**src/rtl/dsp_seq_pkg.sv**
```systemverilog
`default_nettype none
// ============================================================================
//  Module   : dsp_seq_pkg
//  Purpose  : Shared widths, DSP38 control constants and operand-pin modes
//             for the DSP MAC operand sequencer.
//  Revision : 1.0 - initial release
// ============================================================================
package dsp_seq_pkg;

    localparam int DSP_A_W   = 20;
    localparam int DSP_B_W   = 18;
    localparam int DSP_Z_W   = 38;
    localparam int ACC_FIR_W = 6;
    localparam int SHIFT_W   = 6;

    // FEEDBACK selection that makes the DSP accumulate onto its own Z
    localparam logic [2:0] FB_MULT_ADD = 3'b000;

    // What the sequencer drives onto the DSP operand pins in a given cycle
    typedef enum logic [1:0] {
        PIN_IDLE   = 2'd0,  // no product open: zero operands, accumulator restarts
        PIN_ISSUE  = 2'd1,  // a term was accepted this cycle
        PIN_BUBBLE = 2'd2   // product open but no term: zero operands, accumulator holds
    } pin_mode_e;

endpackage
`default_nettype wire

```
**src/rtl/dsp_result_fifo.sv**
```systemverilog
`default_nettype none
// ============================================================================
//  Module   : dsp_result_fifo
//  Purpose  : Small synchronous FIFO holding finished dot products. Reports
//             its free-slot count so the sequencer can reserve space before
//             opening a new product.
//  Revision : 1.0 - initial release
// ============================================================================
module dsp_result_fifo #(
    parameter int WIDTH = 38,
    parameter int DEPTH = 4
) (
    input  logic                     clk,
    input  logic                     rst,
    input  logic                     i_push,
    input  logic [WIDTH-1:0]         i_data,
    input  logic                     i_pop,
    output logic                     o_valid,
    output logic [WIDTH-1:0]         o_data,
    output logic [$clog2(DEPTH):0]   o_free
);

    localparam int PTR_W = $clog2(DEPTH);
    localparam logic [PTR_W:0] c_DEPTH_CNT = (PTR_W + 1)'(DEPTH);

    logic [WIDTH-1:0] r_mem [DEPTH];
    logic [PTR_W-1:0] r_wr_ptr;
    logic [PTR_W-1:0] r_rd_ptr;
    logic [PTR_W:0]   r_count;

    logic w_do_pop;
    logic w_full;

    assign w_do_pop = i_pop & (r_count != '0);
    assign w_full   = (r_count == c_DEPTH_CNT);

    assign o_valid  = (r_count != '0);
    assign o_data   = r_mem[r_rd_ptr];
    assign o_free   = c_DEPTH_CNT - r_count;

    // Storage array: written on push, no reset needed since o_valid gates it
    always_ff @(posedge clk) begin
        if (i_push) begin
            r_mem[r_wr_ptr] <= i_data;
        end
    end

    // Pointers and occupancy; pointers wrap naturally as DEPTH is a power of 2
    always_ff @(posedge clk) begin
        if (rst) begin
            r_wr_ptr <= '0;
            r_rd_ptr <= '0;
            r_count  <= '0;
        end else begin
            if (i_push) begin
                r_wr_ptr <= r_wr_ptr + PTR_W'(1);
            end
            if (w_do_pop) begin
                r_rd_ptr <= r_rd_ptr + PTR_W'(1);
            end
            case ({i_push, w_do_pop})
                2'b10:   r_count <= r_count + (PTR_W + 1)'(1);
                2'b01:   r_count <= r_count - (PTR_W + 1)'(1);
                default: r_count <= r_count;
            endcase
        end
    end

    // The upstream credit scheme reserves a slot before a product starts
    a_no_overflow: assert property (@(posedge clk) disable iff (rst) !(i_push && w_full));

endmodule
`default_nettype wire

```
**src/rtl/dsp_mac_sequencer.sv**
```systemverilog
`default_nettype none
// ============================================================================
//  Module   : dsp_mac_sequencer
//  Purpose  : Operand sequencer for a DSP38 in multiply-add/sub mode with
//             input and output registers. Groups NUM_TAPS terms into a dot
//             product, captures Z when the product leaves the DSP pipeline
//             and returns results through a credit-protected FIFO.
//  Revision : 1.0 - initial release
// ============================================================================
module dsp_mac_sequencer
    import dsp_seq_pkg::*;
#(
    parameter int NUM_TAPS    = 8,
    parameter int DSP_LATENCY = 2,
    parameter int RES_DEPTH   = 4
) (
    input  logic                 clk,
    input  logic                 lreset,
    input  logic                 s_valid,
    output logic                 s_ready,
    input  logic [DSP_A_W-1:0]   s_a,
    input  logic [DSP_B_W-1:0]   s_b,
    input  logic                 s_sub,
    input  logic                 cfg_unsigned_a,
    input  logic                 cfg_unsigned_b,
    input  logic [SHIFT_W-1:0]   cfg_shift,
    input  logic                 cfg_round,
    input  logic                 cfg_sat,
    output logic [DSP_A_W-1:0]   dsp_a,
    output logic [DSP_B_W-1:0]   dsp_b,
    output logic                 dsp_load_acc,
    output logic                 dsp_subtract,
    output logic [2:0]           dsp_feedback,
    output logic [ACC_FIR_W-1:0] dsp_acc_fir,
    output logic [SHIFT_W-1:0]   dsp_shift_right,
    output logic                 dsp_round,
    output logic                 dsp_saturate,
    output logic                 dsp_unsigned_a,
    output logic                 dsp_unsigned_b,
    input  logic [DSP_Z_W-1:0]   dsp_z,
    output logic                 m_valid,
    input  logic                 m_ready,
    output logic [DSP_Z_W-1:0]   m_data
);

    localparam int TAP_W  = (NUM_TAPS > 1) ? $clog2(NUM_TAPS) : 1;
    localparam int FREE_W = $clog2(RES_DEPTH) + 1;
    localparam int CMP_W  = 16;
    localparam logic [TAP_W-1:0] c_LAST_TAP = TAP_W'(NUM_TAPS - 1);

    logic [TAP_W-1:0]       r_tap;
    logic [DSP_A_W-1:0]     r_dsp_a;
    logic [DSP_B_W-1:0]     r_dsp_b;
    logic                   r_load_acc;
    logic                   r_subtract;
    logic [SHIFT_W-1:0]     r_shift;
    logic                   r_round;
    logic                   r_sat;
    logic                   r_unsigned_a;
    logic                   r_unsigned_b;
    // r_last_q marks a last tap sitting on the DSP pins; r_pipe follows it
    // through the DSP input and output registers.
    logic                   r_last_q;
    logic [DSP_LATENCY-1:0] r_pipe;

    logic                   w_accept;
    logic                   w_is_last;
    logic                   w_push;
    logic                   w_pop;
    logic [FREE_W-1:0]      w_free;
    logic [CMP_W-1:0]       w_inflight;
    pin_mode_e              w_mode;

    assign w_accept  = s_valid & s_ready;
    assign w_is_last = (r_tap == c_LAST_TAP);
    assign w_push    = r_pipe[DSP_LATENCY-1];
    assign w_pop     = m_valid & m_ready;

    // Tap 0 may only start when a result slot is guaranteed; later taps never stall
    assign s_ready = ~lreset & ((r_tap != '0) | (CMP_W'(w_free) > w_inflight));

    assign dsp_a           = r_dsp_a;
    assign dsp_b           = r_dsp_b;
    assign dsp_load_acc    = r_load_acc;
    assign dsp_subtract    = r_subtract;
    assign dsp_feedback    = FB_MULT_ADD;
    assign dsp_acc_fir     = '0;
    assign dsp_shift_right = r_shift;
    assign dsp_round       = r_round;
    assign dsp_saturate    = r_sat;
    assign dsp_unsigned_a  = r_unsigned_a;
    assign dsp_unsigned_b  = r_unsigned_b;

    // Count products that are committed but not yet written into the FIFO
    always_comb begin
        w_inflight = CMP_W'(r_last_q);
        for (int i = 0; i < DSP_LATENCY; i++) begin
            w_inflight = w_inflight + CMP_W'(r_pipe[i]);
        end
    end

    // Decide what the operand pins carry next cycle
    always_comb begin
        if (w_accept) begin
            w_mode = PIN_ISSUE;
        end else if (r_tap != '0) begin
            w_mode = PIN_BUBBLE;
        end else begin
            w_mode = PIN_IDLE;
        end
    end

    // Tap counter: advances per accepted term, wraps after the last tap
    always_ff @(posedge clk) begin
        if (lreset) begin
            r_tap <= '0;
        end else if (w_accept) begin
            r_tap <= w_is_last ? '0 : r_tap + TAP_W'(1);
        end
    end

    // Registered DSP operand and control pins
    always_ff @(posedge clk) begin
        if (lreset) begin
            r_dsp_a    <= '0;
            r_dsp_b    <= '0;
            r_load_acc <= 1'b0;
            r_subtract <= 1'b0;
        end else begin
            case (w_mode)
                PIN_ISSUE: begin
                    r_dsp_a    <= s_a;
                    r_dsp_b    <= s_b;
                    r_load_acc <= (r_tap != '0);
                    r_subtract <= s_sub;
                end
                PIN_BUBBLE: begin
                    r_dsp_a    <= '0;
                    r_dsp_b    <= '0;
                    r_load_acc <= 1'b1;
                    r_subtract <= 1'b0;
                end
                default: begin
                    r_dsp_a    <= '0;
                    r_dsp_b    <= '0;
                    r_load_acc <= 1'b0;
                    r_subtract <= 1'b0;
                end
            endcase
        end
    end

    // Registered copies of the static output-stage configuration
    always_ff @(posedge clk) begin
        if (lreset) begin
            r_shift      <= '0;
            r_round      <= 1'b0;
            r_sat        <= 1'b0;
            r_unsigned_a <= 1'b0;
            r_unsigned_b <= 1'b0;
        end else begin
            r_shift      <= cfg_shift;
            r_round      <= cfg_round;
            r_sat        <= cfg_sat;
            r_unsigned_a <= cfg_unsigned_a;
            r_unsigned_b <= cfg_unsigned_b;
        end
    end

    // Last-tap flag tracks the product through the DSP so Z is captured once valid
    always_ff @(posedge clk) begin
        if (lreset) begin
            r_last_q <= 1'b0;
            r_pipe   <= '0;
        end else begin
            r_last_q  <= w_accept & w_is_last;
            r_pipe[0] <= r_last_q;
            for (int i = 1; i < DSP_LATENCY; i++) begin
                r_pipe[i] <= r_pipe[i-1];
            end
        end
    end

    dsp_result_fifo #(
        .WIDTH (DSP_Z_W),
        .DEPTH (RES_DEPTH)
    ) u_result_fifo (
        .clk     (clk),
        .rst     (lreset),
        .i_push  (w_push),
        .i_data  (dsp_z),
        .i_pop   (w_pop),
        .o_valid (m_valid),
        .o_data  (m_data),
        .o_free  (w_free)
    );

endmodule
`default_nettype wire

```
**config.mk**
```make
export PLATFORM = sky130hd
export DESIGN_NAME = dsp_mac_sequencer
export DESIGN_NICKNAME = d
export VERILOG_FILES = /design/src/rtl/dsp_seq_pkg.sv /design/src/rtl/dsp_result_fifo.sv /design/src/rtl/dsp_mac_sequencer.sv
export SDC_FILE = /design/constraint.sdc
export NUM_CORES = 1
export LEC_CHECK = 0
export CORE_MARGIN = 8
export CORE_UTILIZATION = 53
export DETAILED_ROUTE_END_ITERATION = 10
export GPL_ROUTABILITY_DRIVEN = 0
export GPL_TIMING_DRIVEN = 0
export PLACE_DENSITY_LB_ADDON = 0.25
export SYNTH_ARGS = -nofsm -noshare
export SYNTH_HDL_FRONTEND = slang
export SYNTH_SLANG_ARGS = --single-unit
```
**constraint.sdc**
```tcl
create_clock -name clk -period 6.3 [get_ports clk]
set_input_delay 0.945 -clock clk [delete_from_list [all_inputs] [get_ports clk]]
set_output_delay 0.945 -clock clk [all_outputs]
set_load 0.05 [all_outputs]
```
==> key figures, run 1 <==
Final layout
  – Inserted Diodes: 0
  – Filler instances: 862
  – Area of the multi-input gates: 1760 um^2
  – Layout Area Growth over Synthesis: 36.4%
  – Final Core Density: 0.737
  – Nets: 720
  – Register area: 5870 um^2
  – Fraction of final layout cells sized beyond drive strength 1: 0.209

Routing
  – Post-route ant nets: 0
  – Vias/cell: 5.03
  – DRC viols: 0
  – Routed WL: 16200 um
  – Via Count: 4098
  – WL/cell: 19.9 um
  – Drt pass-1 iters: 4
  – Initial DRC Count: 191

Clocking
  – PostCTS Resize Cnt: 0
  – CTS tree: yes
  – Clock tree buffer depth: 3
  – CTS buffer count: 22
  – # hold bufs at CTS: 0
  – H-tree levels: 1
  – Skew-Pair Late Insertion Delay: 490 ps
  – Clk root buf: clkbuf_16
  – Clk sinks: 217
  – Reg clk slew, reported paths: 60 ps
  – Setup Buffers After CTS: 0

Yosys
  – Top cell type's share of synthesized area: 0.584
  – Synth cell types: 33
  – YS warnings: 0
  – Syn_area_per_cell: 19.6 um^2
  – Most area-hungry cell type in the Yosys netlist: edfxtp_1
  – Register area share after synthesis: 0.750
  – Top cells by area, synth: edfxtp_1 (58%), dfxtp_1 (17%), mux4_2 (11%), and2_4 (3.4%), ha_1 (1.9%)
  – Top_reg_cell synth: edfxtp_1
  – Synth Register Bits: 217
  – Synthesized cell area: 7820 um^2
  – Number of flops mapped to enable cells by yosys: 152
  – Async SR Flop Fraction: 0
  – Synthesized netlist cell count: 400

Timing
  – Final Skew: 6.55 ps
  – F_max: 253 MHz
  – Final Max Tran Viols: 0
  – Final hold vios: 0
  – Min Clock Period, post-route: 3950 ps
  – Worst slew margin: 0.520
  – RSZ-0062 raised after global routing: false
  – Final Hold Slack: 490 ps
  – Worst slew pin tran: 719 ps
  – Setup tns final: 0 ps
  – Endpoints failing setup: 0
  – Fin crit share: 0.627

Die
  – Die Wd: 137 um
  – Starting density of the core: 0.540
  – Core area: 14500 um^2
  – Row cnt: 44
  – Die Y: 137 um
  – Io pins: 190
  – Die ar.: 18900 um^2

Hold path
  – Hold Startpoint: r_pipe[0]
  – Sink of the worst hold path: r_pipe[1]
  – Hold Crit Class: flip-flop to flip-flop
  – Hold path cells: 1

Worst setup path
  – Slowest cell on crit path: clkdlybuf4s50_1
  – CP arrival: 3010 ps
  – CP peak stage delay: 850 ps
  – WP data required: 5350 ps
  – Bufs and invs on worst path: 1
  – Crit. End Element: output pin
  – Worst r2r path cells: 10
  – Kind of critical path: flip-flop to output pin
  – Crit path cell chain: fa_1, ha_1, nand2_1, o21ai_0, a21oi_1, clkdlybuf4s50_1
  – Setup slack, reg-to-reg: 3790 ps
  – Worst reg2reg path startpoint: u_result_fifo.r_count[0]
  – Top cell family by delay on the critical path: buffers and inverters
  – CP Max Fanout: 8
  – RR Endpoint: u_result_fifo.r_count[2]
  – Worst setup SP type: flip-flop

Place
  – Post-detail-place hpwl: 11400 um
  – Port buffer count: 179

Power and ir drop
  – Pwr/cell area: 281 nW/um^2
  – LEAKAGE: 3.72 nW
  – Peak VDD IR: 0.241 mV

GRT
  – Initial antenna violation count: 0
  – GR Util All Layers: 0.174
  – Largest net degree at the start of global routing: 32
  – GRT overflow: 0
  – Vias in the first global route: 4628
  – First-pass GRT wire length: 25100 um

Outcome
  – Status: finished, final reports clean

Job
  – Max_cap viols: 0
==> worst max-delay path by stage <==
stage | depth (start not counted) | slack [ps] | start | to
3_3_place_gp | 4 | 2850 | lreset | s_ready
6_report | 6 | 2350 | r_pipe[1] | s_ready
5_1_grt | 6 | 2190 | r_pipe[1] | s_ready
2_1_floorplan | 3 | 3250 | lreset | s_ready
4_1_cts | 6 | 2340 | r_pipe[1] | s_ready
3_5_place_dp | 4 | 2840 | lreset | s_ready
==> cells in the mapped netlist (2+ instances only) <==
cell type and count:
buf_4 9, ha_1 12, buf_2 4, xor2_1 3
dfxtp_1 65, and2_1 14, o21ai_0 2, o31ai_1 2
and2_4 30, nor2_1 8, inv_1 14, fa_1 2
xnor2_1 2, mux4_2 38, buf_6 7, a21oi_1 4
nor3_1 2, nand2_1 2, edfxtp_1 152, clkbuf_1 3
nor2b_1 13
==> cells in the final DEF (no fill, tap or decap), types with 10 or more instances in the layout <==
cell type          n
and2_1            10
and2_4            30
clkbuf_16         23
clkdlybuf4s50_1  179
dfxtp_1           65
edfxtp_1         152
ha_1              12
inv_1             14
mux4_2            38
nor2b_1           13
==> layout make-up <==
| class | instances | share of cell area |
|---|---|---|
| Clock buffer | 28 | 0.0567 |
| Sequential cell | 217 | 0.550 |
| Buffer | 24 | 0.0170 |
| Tap cell | 184 | 0.0216 |
| Timing Repair Buffer | 183 | 0.175 |
| Clock inverter | 12 | 0.00985 |
| Multi-Input combinational cell | 153 | 0.165 |
| Inverter | 14 | 0.00493 |
==> power breakdown <==
group          switching [mW]  internal, mW  total [mW]
logic                   0.104        0.0937       0.198
registers             0.00513          1.54        1.54
clock network           0.494         0.758        1.25
==> routing by layer <==
metal,wire [um],track usage,part of all wire
met2,8030,0.293,0.50
met5,0,0,0
met4,246,0.0435,0.015
met1,6180,0.200,0.38
met3,1730,0.0744,0.11
==> flip-flops by register name (all words and copies together) (netlist names), named ones only <==
| signal | flops |
|---|---|
| dsp_b | 18 |
| dsp_a | 20 |
| u_result_fifo.r_count | 3 |
| u_result_fifo.r_rd_ptr | 2 |
| dsp_round | 1 |
| dsp_subtract | 1 |
| u_result_fifo.r_wr_ptr | 2 |
| r_pipe | 2 |
| dsp_shift_right | 6 |
| dsp_unsigned_a | 1 |
| dsp_saturate | 1 |
| r_tap | 3 |
| dsp_load_acc | 1 |
| r_last_q | 1 |
| dsp_unsigned_b | 1 |
| u_result_fifo.r_mem | 152 |
==> stage by stage <==
stage	instances	worst slack [ps]	power (mW)	instance area (um^2)
after CTS	815	2340	3.02	10700
after detailed placement	775	2840	1.77	9960
after floorplan	408	3250	1.67	7850
after global routing	815	2190	3.09	10700
final	815	2350	2.99	10700
after global placement	771	2850	1.77	9870
==> cells by family after synthesis <==
family | share of synthesized area
flops | 0.750
simple gates | 0.0648
mux | 0.111
buf+inv | 0.0299
fa+ha+maj | 0.0243
compound gates | 0.0141
xor+xnor | 0.00560
other cells | 0.000480
No activity file was read; power rests on OpenSTA's default activity.
==> run 2: changes to the inputs <==
--- a/config.mk
+++ b/config.mk
@@ -6,7 +6,7 @@
 export NUM_CORES = 1
 export LEC_CHECK = 0
 export CORE_MARGIN = 8
-export CORE_UTILIZATION = 53
+export CORE_UTILIZATION = 44
 export DETAILED_ROUTE_END_ITERATION = 10
 export GPL_ROUTABILITY_DRIVEN = 0
 export GPL_TIMING_DRIVEN = 0
==> constraint.sdc (replaced) <==
create_clock -name clk -period 3.3 [get_ports clk]
set_input_delay 0.495 -clock clk [delete_from_list [all_inputs] [get_ports clk]]
set_output_delay 0.495 -clock clk [all_outputs]
set_load 0.05 [all_outputs]
==> key figures, run 2 (same netlist as run 1, synthesis figures left out) <==
Outcome
  – Status: finished, final reports clean

Final layout
  – Most frequent cells in the layout: clkdlybuf4s50_1 (178), edfxtp_1 (152), dfxtp_1 (65)
  – Filler instances: 1264
  – Inserted Diodes: 0
  – Number of flip-flops in the largest register: 152
  – Layout Area Growth over Synthesis: 37.1%
  – Nets: 721
  – Fraction of final layout cells sized beyond drive strength 1: 0.212
  – Finished Cell Area: 10700 um^2
  – Commonest non-fill, non-tap cell in the layout: clkdlybuf4s50_1
  – Finished Layout Cells: 857
  – Register with the most flip-flops: u_result_fifo.r_mem

Power and ir drop
  – Total chip power: 5.73 mW
  – Peak VDD IR: 0.365 mV
  – Pwr/cell area: 534 nW/um^2
  – LEAKAGE: 3.73 nW

Clocking
  – H-tree levels: 1
  – Setup Buffers After CTS: 0
  – CTS buffer count: 23
  – Clock tree buffer depth: 3
  – Reg clk slew, reported paths: 60 ps
  – Clk sinks: 217
  – CTS tree: yes
  – Skew-Pair Late Insertion Delay: 500 ps
  – Clk root buf: clkbuf_16

Worst setup path
  – Setup slack, reg-to-reg: 770 ps
  – Kind of critical path: flip-flop to output pin
  – RR Endpoint: u_result_fifo.r_count[2]
  – Crit. End Element: output pin
  – CP Max Fanout: 10
  – WP data required: 2800 ps
  – CP arrival: 2550 ps
  – Worst reg2reg path startpoint: u_result_fifo.r_count[0]
  – Worst r2r path cells: 10
  – Worst setup SP type: flip-flop

GRT
  – GR Util All Layers: 0.149
  – Largest net degree at the start of global routing: 27
  – GRT overflow: 0
  – Initial antenna violation count: 0
  – Vias in the first global route: 4860
  – First-pass GRT wire length: 25700 um

Hold path
  – Sink of the worst hold path: r_pipe[0]
  – Hold Crit Class: input port to flip-flop
  – Hold Startpoint: lreset
  – Hold path cells: 2

Routing
  – Initial DRC Count: 188
  – DRC viols: 0
  – Via Count: 4153
  – WL/cell: 19.1 um
  – Drt pass-1 iters: 4
  – Routed WL: 16300 um
  – Post-route ant nets: 0
  – Vias/cell: 4.85

Die
  – Die Wd: 149 um
  – Io pins: 190
  – Die ar.: 22300 um^2
  – Starting density of the core: 0.451
  – Die Y: 149 um
  – Core area: 17400 um^2
  – Row cnt: 48

Place
  – Placed inst area: 10000 um^2
  – Port buffer count: 179
  – Post-detail-place hpwl: 11400 um
  – Dpl cells: 816

Timing
  – Worst slew pin tran: 668 ps
  – Worst slew margin: 0.555
  – Final hold vios: 0
  – Final Max Tran Viols: 0
  – F_max: 328 MHz
  – Final Hold Slack: 405 ps
  – Endpoints failing setup: 0
  – Min Clock Period, post-route: 3040 ps
  – Setup tns final: 0 ps
  – Final Skew: 19.9 ps
  – RSZ-0062 raised after global routing: false
  – Fin crit share: 0.923

Job
  – Max_cap viols: 0
run 2: cell types whose count changed in the layout (fill, tap and decap cells not counted):
cell,previous run,this run
clkbuf_2,0,1
clkinv_1,4,2
bufinv_16,2,1
inv_6,0,2
clkinv_2,6,5
clkbuf_16,23,24
clkbuf_1,7,9
clkdlybuf4s50_1,179,178
run 2: report_power, final:
group | total, mW | internal [mW] | switching [mW]
Clock | 2.40 | 1.43 | 0.968
Combinational | 0.378 | 0.178 | 0.200
Sequential | 2.95 | 2.94 | 0.00933
run 2: worst max-delay path, stage by stage (launching register included):
cell             delay [ps]
dfxtp_1                 320
buf_2                   280
buf_2                   340
mux4_2                  370
clkdlybuf4s50_1         730
run 2: area by class of cell:
cell class	instances	area, um^2	share of cell area
Buffer	24	181	0.0169
Clock buffer	31	637	0.0594
Clock inverter	10	80.1	0.00747
Inverter	14	52.6	0.00490
Multi-Input combinational cell	153	1760	0.164
Sequential cell	217	5870	0.547
Tap cell	225	282	0.0263
Timing Repair Buffer	183	1870	0.174
run 2: how the worst max path moves through the flow:
stage	to	from	cells past startpoint	slack, ps
6_report	m_data[18]	flip-flop	4	260
5_1_grt	m_data[9]	flip-flop	3	120
4_1_cts	s_ready	r_pipe[1]	6	60
3_5_place_dp	s_ready	r_pipe[1]	6	320
3_3_place_gp	s_ready	r_pipe[1]	6	390
2_1_floorplan	s_ready	r_pipe[1]	5	720
run 2: through the flow:
step	util	setup slack [ps]
floorplan	-	715
global placement	0.572	388
detailed placement	0.577	325
CTS	0.618	62.3
global route	0.618	124
finish	0.618	256
run 2: timing repair:
action | in CTS | in global routing
hold buffers | 0 | 0
setup endpoints to repair | 1 | 1
resized for setup | 1 | 2
run 2: layer usage:
metal / track usage / part of all wire / vias up
met5: 0 / 0 / -
met4: 0.0409 / 0.020 / 0
met3: 0.0780 / 0.13 / 25
met2: 0.250 / 0.48 / 180
met1: 0.163 / 0.37 / 2035
li1: - / - / 1913
==> patch (settings of run 1) <==
The parameter `DSP_LATENCY` goes from 2 to 4.
--- a/src/rtl/dsp_mac_sequencer.sv
+++ b/src/rtl/dsp_mac_sequencer.sv
@@ -12,5 +12,5 @@
 #(
     parameter int NUM_TAPS    = 8,
-    parameter int DSP_LATENCY = 2,
+    parameter int DSP_LATENCY = 4,
     parameter int RES_DEPTH   = 4
 ) (
Formal check against the unedited RTL: no difference found for any inputs over 10 cycles, from zero or initial values and one cycle with lreset high; that may be too few to reach the edited logic, so the function may still have changed.
==> patch against run 1 <==
Design area up 0.77%. Non-clock buffer count is 1 higher. Synthesized area rose by 0.77%. Total power rose by 0.43%. Worst setup slack got worse by 0.66 ns. Sequential cell count up 2. Via count rose by 2.1%. Routed wire length fell by 2.8%. Critical path type unchanged.
==> patch: results (changes against run 1) <==
sta:
  finClkSkew_ns: 0.00829  # was 0.00655 ns
  worst_pin_slew_ns: 0.610  # was 0.719 ns
  hold_viol: 0  # unchanged
global_route:
  grt_pass1_vias: 4620  # was 4,628
  grt_start_max_net_pins: 32  # unchanged
  grt_antenna_before_repair: 0  # unchanged
  grt_pass1_wl_um: 24200  # was 25,100 um
  grt_overflow: 0  # unchanged
  grt_usage: 0.166  # was 0.174
yosys:
  yosysSeqAreaShare: 0.749  # was 0.750
  synthDistinctLibCells: 30  # was 33
  synth_edf_count: 152  # unchanged
  synthXorXnorAreaFrac: 0.00556  # was 0.00560
  synth.avg_cell_area_um2: 18.9  # was 19.6 um^2
  yosys-top-cells-area: "edfxtp_1 (58%), dfxtp_1 (17%), mux4_2 (11%)"  # unchanged
  yosysWarnings: 0  # unchanged
  yosysTopAreaCellShare: 0.579  # was 0.584
  synth_adder_area_share: 0.0299  # was 0.0243
  synthFlopType: "edfxtp_1"  # unchanged
  post_synth_mux_area_share: 0.114  # was 0.111
  synth_compound_area_frac: 0.00842  # was 0.0141
  yosys-top-cells-count: "edfxtp_1 (152), dfxtp_1 (67), and2_1 (45)"  # was edfxtp_1 (152), dfxtp_1 (65), mux4_2 (38)
  synthArstFlopShare: 0  # unchanged
final_layout:
  diodes: 0  # unchanged
  drive_gt1_frac: 0.167  # was 0.209
  largest_register_ffs: 152  # unchanged
  nNetsFinal: 740  # was 720
  fin_cells: 832  # was 815
  largest_register: "u_result_fifo.r_mem"  # unchanged
place:
  io_buffers: 180  # was 179
  dpl.hpwl_um: 11100  # was 11,400 um
  post-place-ws_ns: 2.20  # was 2.84 ns
  place_inst: 792  # was 775
drt:
  first_iter_violations: 224  # was 191
  routedWlPerCell_um: 18.9  # was 19.9 um
  avgViaCountPerCell: 5.03  # about the same
  firstDrtPassIters: 4  # unchanged
critical_path:
  worstPathMaxFanout: 3  # was 8
  worstPathArrival_ns: 3.67  # was 3.01 ns
floorplanning:
  start_util: 0.542  # was 0.540
worst_hold_path:
  hold_path.class: "reg -> reg"  # unchanged
clock_network:
  cts.repair.resized: 0  # unchanged
  htree_num_levels: 1  # unchanged
  numCtsBuffers: 22  # unchanged
  cts_max_path_buffers: 3  # unchanged
  post-cts-setup-buffers: 0  # unchanged
  insertion_delay_ns: 0.49  # about the same
  root_buffer: "clkbuf_16"  # unchanged
  clk_pin_slew_ns: 0.06  # about the same
power:
  leakagePower_nw: 3.75  # was 3.72 nW
  ir_drop_uv: 209  # was 241 uV
outcome:
  outcome: "completed"  # unchanged
[patch: per-layer routing]
layer | GRT usage | up-vias | share of wire
met1 | 0.182 | 2030 | 0.36
li1 | - | 1946 | -
met5 | 0 | - | 0
met4 | 0.0412 | 0 | 0.016
met3 | 0.0851 | 19 | 0.12
met2 | 0.279 | 189 | 0.50
[patch: cell families (layout without fill, tap and decap cells)]
group,count (synthesis),in the layout
adder cells (fa/ha/maj),17,17
buffers and inverters,44,268
AO/OA/AOI/OAI,7,7
multiplexers,42,42
other,1,9
flip-flops,219,219
XOR/XNOR,5,5
AND/OR/NAND/NOR,81,81
[patch: path summary, 6_finish.rpt]
check / slack [ns] / to / cells after the start / from
setup / recovery: 1.69 / s_ready / 12 / r_last_q$_SDFF_PP0_
hold / removal: 0.45 / r_pipe[3]$_SDFF_PP0_ / 2 / r_pipe[2]$_SDFF_PP0_
setup reg to reg: 3.54 / dsp_b[2]$_SDFF_PP0_ / 12 / r_last_q$_SDFF_PP0_
hold reg to reg: 0.45 / r_pipe[3]$_SDFF_PP0_ / 2 / r_pipe[2]$_SDFF_PP0_
[patch: power breakdown]
part,leakage (nW),internal (mW),switching [mW]
Sequential,1.91,1.55,0.00516
Combinational,1.47,0.0898,0.104
Clock,0.371,0.766,0.491
Total,3.75,2.41,0.600
[patch: area by class of cell]
class                           instances  area [um^2]
Sequential cell                       219         5910
Fill cell                             901         3780
Timing Repair Buffer                  184         1880
Multi-Input combinational cell        161         1750
Clock buffer                           38          712
Tap cell                              184          230
Buffer                                 24          184
Inverter                               20         75.1
Clock inverter                          2         10.0
[patch: worst max-delay path: stages (launching register included)]
cell	delay, ns
dfxtp_1	0.30
inv_1	0.06
fa_1	0.48
fa_1	0.36
inv_1	0.07
ha_1	0.13
inv_1	0.04
ha_1	0.30
and3b_1	0.21
o21ai_4	0.09
and2_1	0.18
nor2_1	0.11
clkdlybuf4s50_1	0.84
[patch: per-stage QoR]
step	hold WS (ns)	cell area, um^2
detailed placement	0.455	10000
floorplan	0.427	7910
finish	0.453	10700
CTS	0.460	10700
global route	0.482	10700
global placement	0.440	9940
